===== src/rtl/stepper_motor_driver.sv =====
// Single-motor stepper phase driver: command handshake, wave/full/half sequencing, signed position.
// Optional acceleration ramp enabled by defining STEPPER_RAMP_EN.
module stepper_motor_driver #(
  parameter int STEPS_W    = 16,
  parameter int PERIOD_W   = 20,
  parameter int POS_W      = 24,
  parameter int RAMP_START = 50000,
  parameter int RAMP_DEC   = 64
) (
  input  logic                clk_clk,
  input  logic                reset_reset,
  input  logic                cmd_valid,
  output logic                cmd_ready,
  input  logic [STEPS_W-1:0]  cmd_steps,
  input  logic                cmd_dir,
  input  logic [1:0]          cmd_mode,
  input  logic [PERIOD_W-1:0] cmd_period,
  input  logic                abort,
  output logic [3:0]          coil_out,
  output logic                step_pulse,
  output logic                busy,
  output logic                done,
  output logic                aborted,
  output logic [POS_W-1:0]    position
);

  typedef enum logic {IDLE, RUN} state_t;
  state_t state, state_nxt;

  logic [2:0]          idx, snap;
  logic                energised, half, dir;
  logic [STEPS_W-1:0]  rem;
  logic [PERIOD_W-1:0] cnt, per, cur_per, p_req;
  logic                done_pend;
  logic                accept, step, last;
  logic [1:0]          stride;
  logic [POS_W-1:0]    pos_delta;

  function automatic logic [3:0] pattern(input logic [2:0] i);
    case (i)
      3'd0: pattern = 4'b1000;
      3'd1: pattern = 4'b1100;
      3'd2: pattern = 4'b0100;
      3'd3: pattern = 4'b0110;
      3'd4: pattern = 4'b0010;
      3'd5: pattern = 4'b0011;
      3'd6: pattern = 4'b0001;
      default: pattern = 4'b1001;
    endcase
  endfunction

  always_comb begin
    p_req     = (cmd_period == '0) ? PERIOD_W'(1) : cmd_period;
    // wave uses the single-coil (even) entries, full the two-coil (odd) ones
    case (cmd_mode)
      2'b00:   snap = idx & 3'b110;
      2'b10:   snap = idx;
      default: snap = idx | 3'b001;
    endcase
    stride    = half ? 2'd1 : 2'd2;
    pos_delta = dir ? {{(POS_W-2){1'b0}}, stride} : -{{(POS_W-2){1'b0}}, stride};
    coil_out  = energised ? pattern(idx) : 4'b0000;
  end

  always_comb begin
    state_nxt = state;
    cmd_ready = 1'b0;
    busy      = 1'b0;
    accept    = 1'b0;
    step      = 1'b0;
    last      = 1'b0;
    case (state)
      IDLE: begin
        cmd_ready = 1'b1;
        accept    = cmd_valid;
        if (cmd_valid && cmd_steps != '0) state_nxt = RUN;
      end
      RUN: begin
        busy = 1'b1;
        // abort beats a coincident period expiry
        step = !abort && (cnt == cur_per - 1'b1);
        last = step && (rem == STEPS_W'(1));
        if (abort || last) state_nxt = IDLE;
      end
      default: state_nxt = IDLE;
    endcase
  end

  always_ff @(posedge clk_clk) begin
    if (reset_reset) begin
      state      <= IDLE;
      idx        <= '0;
      energised  <= 1'b0;
      half       <= 1'b0;
      dir        <= 1'b0;
      rem        <= '0;
      cnt        <= '0;
      per        <= '0;
      position   <= '0;
      step_pulse <= 1'b0;
      done_pend  <= 1'b0;
      done       <= 1'b0;
      aborted    <= 1'b0;
    end else begin
      state      <= state_nxt;
      step_pulse <= step;
      done_pend  <= last;
      done       <= done_pend || (accept && cmd_steps == '0);
      aborted    <= (state == RUN) && abort;
      if (accept) begin
        idx       <= snap;
        energised <= 1'b1;
        half      <= (cmd_mode == 2'b10);
        dir       <= cmd_dir;
        rem       <= cmd_steps;
        cnt       <= '0;
        per       <= p_req;
      end else if (state == RUN) begin
        if (step) begin
          idx      <= dir ? idx + {1'b0, stride} : idx - {1'b0, stride};
          rem      <= rem - 1'b1;
          cnt      <= '0;
          position <= position + pos_delta;
        end else begin
          cnt <= cnt + 1'b1;
        end
      end
    end
  end

`ifdef STEPPER_RAMP_EN
  localparam logic [PERIOD_W:0] RS = (PERIOD_W+1)'(RAMP_START);
  localparam logic [PERIOD_W:0] RD = (PERIOD_W+1)'(RAMP_DEC);
  logic [STEPS_W-1:0] acc;
  logic [PERIOD_W:0]  up, dn_lim;

  always_comb begin
    up     = {1'b0, cur_per} + RD;
    dn_lim = {1'b0, per} + RD;
  end

  // trapezoid: shorten toward cmd_period, then mirror the accel step count on the way down
  always_ff @(posedge clk_clk) begin
    if (reset_reset) begin
      cur_per <= '0;
      acc     <= '0;
    end else if (accept) begin
      cur_per <= ({1'b0, p_req} >= RS) ? p_req : RS[PERIOD_W-1:0];
      acc     <= '0;
    end else if (step) begin
      if (rem - 1'b1 <= acc) begin
        if ({1'b0, cur_per} < RS) cur_per <= (up > RS) ? RS[PERIOD_W-1:0] : up[PERIOD_W-1:0];
      end else if (cur_per > per) begin
        cur_per <= ({1'b0, cur_per} > dn_lim) ? cur_per - RD[PERIOD_W-1:0] : per;
        acc     <= acc + 1'b1;
      end
    end
  end
`else
  assign cur_per = per;
`endif

endmodule


===== config.mk =====
export PLATFORM = sky130hd
export DESIGN_NAME = stepper_motor_driver
export DESIGN_NICKNAME = d
export VERILOG_FILES = /design/src/rtl/stepper_motor_driver.sv
export SDC_FILE = /design/constraint.sdc
export NUM_CORES = 1
export LEC_CHECK = 0
export CAP_MARGIN = 20
export CORE_MARGIN = 2
export CORE_UTILIZATION = 60
export DETAILED_ROUTE_END_ITERATION = 16
export DONT_BUFFER_PORTS = 1
export GPL_ROUTABILITY_DRIVEN = 0
export GPL_TIMING_DRIVEN = 0
export PLACE_DENSITY_LB_ADDON = 0.12
export SLEW_MARGIN = 20
export SYNTH_ARGS = -nofsm -noshare
export SYNTH_HDL_FRONTEND = slang
export SYNTH_SLANG_ARGS = --single-unit

===== constraint.sdc =====
create_clock -name clk_clk -period 7 [get_ports clk_clk]
set_input_delay 0 -clock clk_clk [delete_from_list [all_inputs] [get_ports clk_clk]]
set_output_delay 0 -clock clk_clk [all_outputs]
set_load 0.03 [all_outputs]

==> results of run 1 <==
==> sequential cells by signal, indices dropped and copies added, names as in the netlist <==
signal / cells
position: 24
cnt: 20
cur_per: 20
rem: 16
idx: 3
aborted: 1
dir: 1
done: 1
done_pend: 1
energised: 1
half: 1
state: 1
step_pulse: 1
==> power groups by stage <==
| stage | Combinational [W] | Sequential, W | Clock (W) |
|---|---|---|---|
| floorplan | 0.000157 | 0.000560 | 0 |
| global placement | 0.000191 | 0.000565 | 0 |
| detailed placement | 0.000196 | 0.000566 | 0 |
| CTS | 0.000222 | 0.000554 | 0.000390 |
| global route | 0.000250 | 0.000558 | 0.000406 |
| finish | 0.000228 | 0.000555 | 0.000383 |
==> cell families (layout without fill, tap and decap cells) <==
kind of cell | after synthesis | after routing | share of synthesized area (%)
and+or+nand+nor | 325 | 325 | 28.79
xor gates and xnor gates | 56 | 56 | 8.623
buffers and inverters | 53 | 118 | 4.333
muxes | 5 | 5 | 0.8965
AOI/OAI and AO/OA | 178 | 178 | 19.62
DFF | 91 | 91 | 31.08
adders and majority gates | 30 | 30 | 6.660
==> critical path, stage by stage, from the launching register on <==
cell	delay, ns
dfxtp_1	0.34
inv_1	0.10
ha_1	0.26
or4b_4	0.54
or3_1	0.32
a31oi_1	0.16
a21oi_1	0.14
or4_1	0.61
nor2_1	0.26
buf_2	0.31
mux2i_1	0.24
o311a_1	0.19
dlygate4sd3_1	0.54
==> synthesized netlist by cell type, types with 12 or more instances <==
cell type | n | area share, %
xnor2_1 | 29 | 4.3
or3_1 | 14 | 1.5
nand4_1 | 12 | 1.3
dfxtp_1 | 91 | 31
a211oi_1 | 12 | 1.5
o21ai_0 | 27 | 2.3
xor2_1 | 26 | 3.9
and3_1 | 16 | 1.7
nor2_1 | 63 | 4.0
nor3_1 | 20 | 1.7
clkbuf_1 | 20 | 1.3
nand3_1 | 33 | 2.8
inv_1 | 22 | 1.4
ha_1 | 28 | 6.0
a21oi_1 | 64 | 5.5
nor4_1 | 14 | 1.5
nand2_1 | 93 | 6.0
==> final timing paths <==
| kind | slack (ns) | depth (start not counted) | to |
|---|---|---|---|
| max | 2.92 | 12 | idx[0]$_SDFFE_PP0P_ |
| min reg2reg | 0.49 | 2 | cur_per[19]$_SDFFE_PP0P_ |
| min | 0.03 | 5 | done$_SDFF_PP0_ |
| max reg2reg | 2.92 | 12 | idx[0]$_SDFFE_PP0P_ |
==> per-stage QoR <==
step / util, % / instances / cell area (um2)
after floorplan: - / 738 / 5862
after global placement: 62.54 / 871 / 6028
after detailed placement: 62.60 / 871 / 6035
after CTS: 69.83 / 936 / 6731
after global routing: 69.83 / 936 / 6731
final: 69.83 / 936 / 6731
==> final cells by class <==
class | instances | area [um2]
multi-input cells | 594 | 3792
fillers | 847 | 2908
flip-flops and latches | 91 | 1822
repair buffers | 49 | 490.5
clock buffers | 15 | 176.4
plain buffers | 31 | 171.4
well taps | 133 | 166.4
inverters | 22 | 82.58
clock inverters | 1 | 30.03
==> metal layers <==
layer  part of all wire [%]  wire (um)
met2                     49       8169
met1                     40       6644
met5                      0          0
met3                    7.3       1217
met4                    3.4        564
==> timing repair <==
| item | in CTS | in global routing |
|---|---|---|
| hold buffers | 49 | 0 |
| endpoints found under the hold margin | 44 | 0 |
| gates resized for setup | 0 | 0 |
| setup buffers | 0 | 0 |
==> reports/results.ini, run 1 <==
[routing]
viasPerCell = 6.267
first_pass_iters = 6
drtAntennaViolNets = 0
drt_wl_total_mm = 16.60
drc = 0
drt-initial-drc-count = 348
vias = 5866
detail_route.wl_per_cell_um = 17.73

[power]
combPwrFrac_pct = 19.6
pwr-share-clk_pct = 32.8
swShare_pct = 29.34
irDropWorstVdd_mv = 0.08934
p_switching_w = 0.0003422
power_density_nw_per_um2 = 173.3
leakage_nw = 2.577
pwr-share-seq_pct = 47.6
finalPower_w = 0.001166
internal_power_w = 0.0008242

[synthesis]
syn_nets = 811
syn_inst = 738
synth_edf_count = 0
synth_cell_types = 76
async_reset_ff_share_pct = 0
synth_area_per_cell_um2 = 7.943
ys_warn_count = 0
synth_ff_type = dfxtp_1
yosys_register_bits = 91
synth.cell_area_um2 = 5862
yosysSeqAreaShare_pct = 31.08

[die]
num_io_pins = 76
start_util_pct = 60.81
die_w_um = 102.8
core_area_um2 = 9639
die_area_um2 = 10580
die_h_um = 102.8
core.rowCount = 36

[cells_and_area]
fin_nets = 871
layout_common_cells = 93 x nand2_1, 91 x dfxtp_1, 64 x a21oi_1
post_route_cells_drive_above_1_share_pct = 5.978
area_growth_pct = 14.83
num_antenna_cells = 0
layout.cells.most_common = nand2_1

[place]
numPortBuffers = 0
place_ws_ns = 3.490
place_hpwl_mm = 11.55

[setup_path]
r2r_start = cur_per[0]$_SDFFE_PP0P_
cp_data_arrival_time_ns = 4.41
path_class = reg -> reg
cp-startpoint = cur_per[0]$_SDFFE_PP0P_
required_ns = 7.32
cp-end-kind = flop
critPathMaxFanout = 10
crit_path_start_kind = flop

[grt]
busiest_layer = met2
grt_pass1_vias = 5798
grt_start_max_net_pins = 23
grt_pass1_wl_mm = 27.03
use_met3_pct = 6.712
met2_usage_pct = 57.87
grt_overflow = 0
grtUsageMet1_pct = 38.39
track_usage_pct = 32.71
antenna_found_initial = 0

[timing]
holdWs_ns = 0.02524
fin_skew_ns = 0.009846
finalMaxSlewViolations = 0
max_freq_ghz = 0.2448
relSlewSlack_pct = 33.05
grt_setup_unrepaired = no
setup_violations = 0
setup_ws_ns = 2.915
period_needed_ns = 4.085
fin_tns_setup_ns = 0
worst_slew_pin_slew_ns = 0.9966
period_share_pct = 58.35
hold_viol = 0

[worst_hold_path]
hold_path_class = in -> reg
hp-start = cmd_steps[12]

[run]
drv_cap = 0

[clocking]
htree_levels = 3
cts_buffers = 9
cts.clk_slew.worst_paths_ns = 0.09
clk_latency_ns = 0.38
cts.sinks = 91
clk_path_buf_depth = 2
root_buffer = clkbuf_8
cts_tree = done

[status]
status = finished, final reports clean

Power figures use the tool's default switching activity.
==> run 2: changes to the inputs <==
- CORE_UTILIZATION: 60 -> 58
- clock period: 7 -> 3.4 ns (I/O delays scaled with it)
==> run 2 against run 1 <==
Against the previous run: count of clock-buffer cells in the layout down 2; clock skew up 0.016 ns; global-route usage shrank 1.4 points; cell area increased by 1.0%; non-clock buffer count is 1 higher; hold slack improved by 0.023 ns; cell count grew 0.21%; fmax rose by 23%; clock power grew 91%; first-iteration DRC count grew 13%; register-to-register slack lost 2.8 ns; critical endpoint unchanged; largest power group unchanged.
==> reports/results.ini, run 2 (synthesis results as in run 1) <==
[status]
status = finished, final reports clean

[clocking]
cts.clk_slew.worst_paths_ns = 0.10
root_buffer = clkbuf_8
cts.sinks = 91
clk_latency_ns = 0.39
cts_tree = done
clk_path_buf_depth = 2
cts_buffers = 9
htree_levels = 3

[timing]
setup_violations = 0
hold_viol = 0
holdWs_ns = 0.04791
finalMaxSlewViolations = 0
period_needed_ns = 3.311
grt_setup_unrepaired = no
max_freq_ghz = 0.3020
period_share_pct = 97.39
relSlewSlack_pct = 47.43
fin_skew_ns = 0.02580
worst_slew_pin_slew_ns = 0.7820
fin_tns_setup_ns = 0

[cells_and_area]
fin_nets = 873
fin_cells = 938
post_route_cells_drive_above_1_share_pct = 7.702
area_growth_pct = 15.99
fillers = 860
layout.cells.most_common = nand2_1
reg_top3 = position x24, cnt x20, cur_per x20
layout_common_cells = 93 x nand2_1, 90 x dfxtp_1, 63 x a21oi_1
num_antenna_cells = 0
finish.utilization_pct = 69.56
final_cell_area_um2 = 6799
largest_register_ffs = 24
top_register = position

[grt]
grt_start_max_net_pins = 15
grt_overflow = 0
grt_pass1_vias = 5810
grt_pass1_wl_mm = 27.83
antenna_found_initial = 0
track_usage_pct = 31.30

[power]
pwr-share-seq_pct = 48.3
combPwrFrac_pct = 20.9
power_density_nw_per_um2 = 348.5
swShare_pct = 31.08
pwr-share-clk_pct = 30.8
internal_power_w = 0.001633
irDropWorstVdd_mv = 0.2556
leakage_nw = 2.584
p_switching_w = 0.0007364

[place]
dp_cells = 871
numPortBuffers = 0
place_hpwl_mm = 11.74
place_area_um2 = 6035

[setup_path]
cp-end-kind = flop
crit_buf_inv = 2
critical_path.top_delay_family = simple AND/OR/NAND/NOR gates
path_class = reg -> reg
cp_data_arrival_time_ns = 3.66
critPathMaxFanout = 10
cp_slowest_cell = or4_4
slowest_delay_ns = 0.60
required_ns = 3.74
crit_path_start_kind = flop
crit_path_cell_trace = inv_1, ha_2, or4b_4, or3_1, a31oi_1, a21oi_2, or4_4, nor2_4, buf_6, mux2i_1, o311a_1

[die]
die_area_um2 = 10930
core_area_um2 = 9774
num_io_pins = 76
start_util_pct = 59.97
core.rowCount = 36
die_h_um = 104.5
die_w_um = 104.5

[routing]
drt_wl_total_mm = 16.76
drt-initial-drc-count = 392
vias = 5836
detail_route.wl_per_cell_um = 17.87
viasPerCell = 6.222
first_pass_iters = 4
drc = 0
drtAntennaViolNets = 0

[worst_hold_path]
hold_path_class = in -> reg

[run]
drv_cap = 0

-- run 2: layout make-up --
type | count | area (um2) | area share [%]
Multi-Input combinational cell | 594 | 3842 | 56.51
Sequential cell | 91 | 1823 | 26.81
Timing Repair Buffer | 50 | 498.0 | 7.324
Buffer | 31 | 185.2 | 2.724
Clock buffer | 13 | 168.9 | 2.484
Tap cell | 133 | 166.4 | 2.448
Inverter | 22 | 86.33 | 1.270
Clock inverter | 3 | 21.27 | 0.3128
Timing Repair inverter | 1 | 7.507 | 0.1104
-- run 2: tightest hold or removal path: stages --
cell	delay, ns
nor4_1	0.02
nand2_1	0.09
nor2_1	0.08
nor3_1	0.14
a211oi_1	0.07
-- run 2: worst paths after layout --
path / start / end / slack (ns) / depth (start not counted)
worst max register to register: cur_per[0]$_SDFFE_PP0P_ / idx[0]$_SDFFE_PP0P_ / 0.09 / 11
worst min register to register: cur_per[19]$_SDFFE_PP0P_ / cur_per[19]$_SDFFE_PP0P_ / 0.49 / 2
worst min-delay path: cmd_period[9] / cur_per[0]$_SDFFE_PP0P_ / 0.05 / 5
worst max-delay path: cur_per[0]$_SDFFE_PP0P_ / idx[0]$_SDFFE_PP0P_ / 0.09 / 11
-- run 2: layer usage --
layer	wire, um	global-route usage, %	part of all wire (%)	up-vias
met5	0	0	0	-
met4	514	12.84	3.1	0
met3	1119	8.422	6.7	55
met2	8279	52.85	49	213
met1	6848	37.60	41	2760
li1	-	-	-	2808
-- run 2: through the flow --
stage          setup slack (ns)  power [W]
5_1_grt                 0.02059   0.002468
4_1_cts                 0.01825   0.002354
3_5_place_dp            -0.1790   0.001572
6_report                0.08877   0.002369
2_1_floorplan            0.3570   0.001475
3_3_place_gp           -0.06224   0.001556
-- run 2: what timing repair did --
action                                  4_1_cts  5_1_grt
gates resized for setup                       9       10
endpoints found under the hold margin        44        0
hold buffers                                 49        0
buffers inserted                              0        1
endpoints found under the setup margin       33       55
pin swaps                                     0        2
gates cloned                                  1        0
-- run 2: power groups by stage --
| stage | Sequential [W] | Combinational, W | Clock, W |
|---|---|---|---|
| 2_1_floorplan | 0.00115 | 0.000322 | 0 |
| 3_3_place_gp | 0.00116 | 0.000394 | 0 |
| 3_5_place_dp | 0.00116 | 0.000407 | 0 |
| 4_1_cts | 0.00114 | 0.000472 | 0.000741 |
| 5_1_grt | 0.00115 | 0.000537 | 0.000782 |
| 6_report | 0.00114 | 0.000494 | 0.000731 |
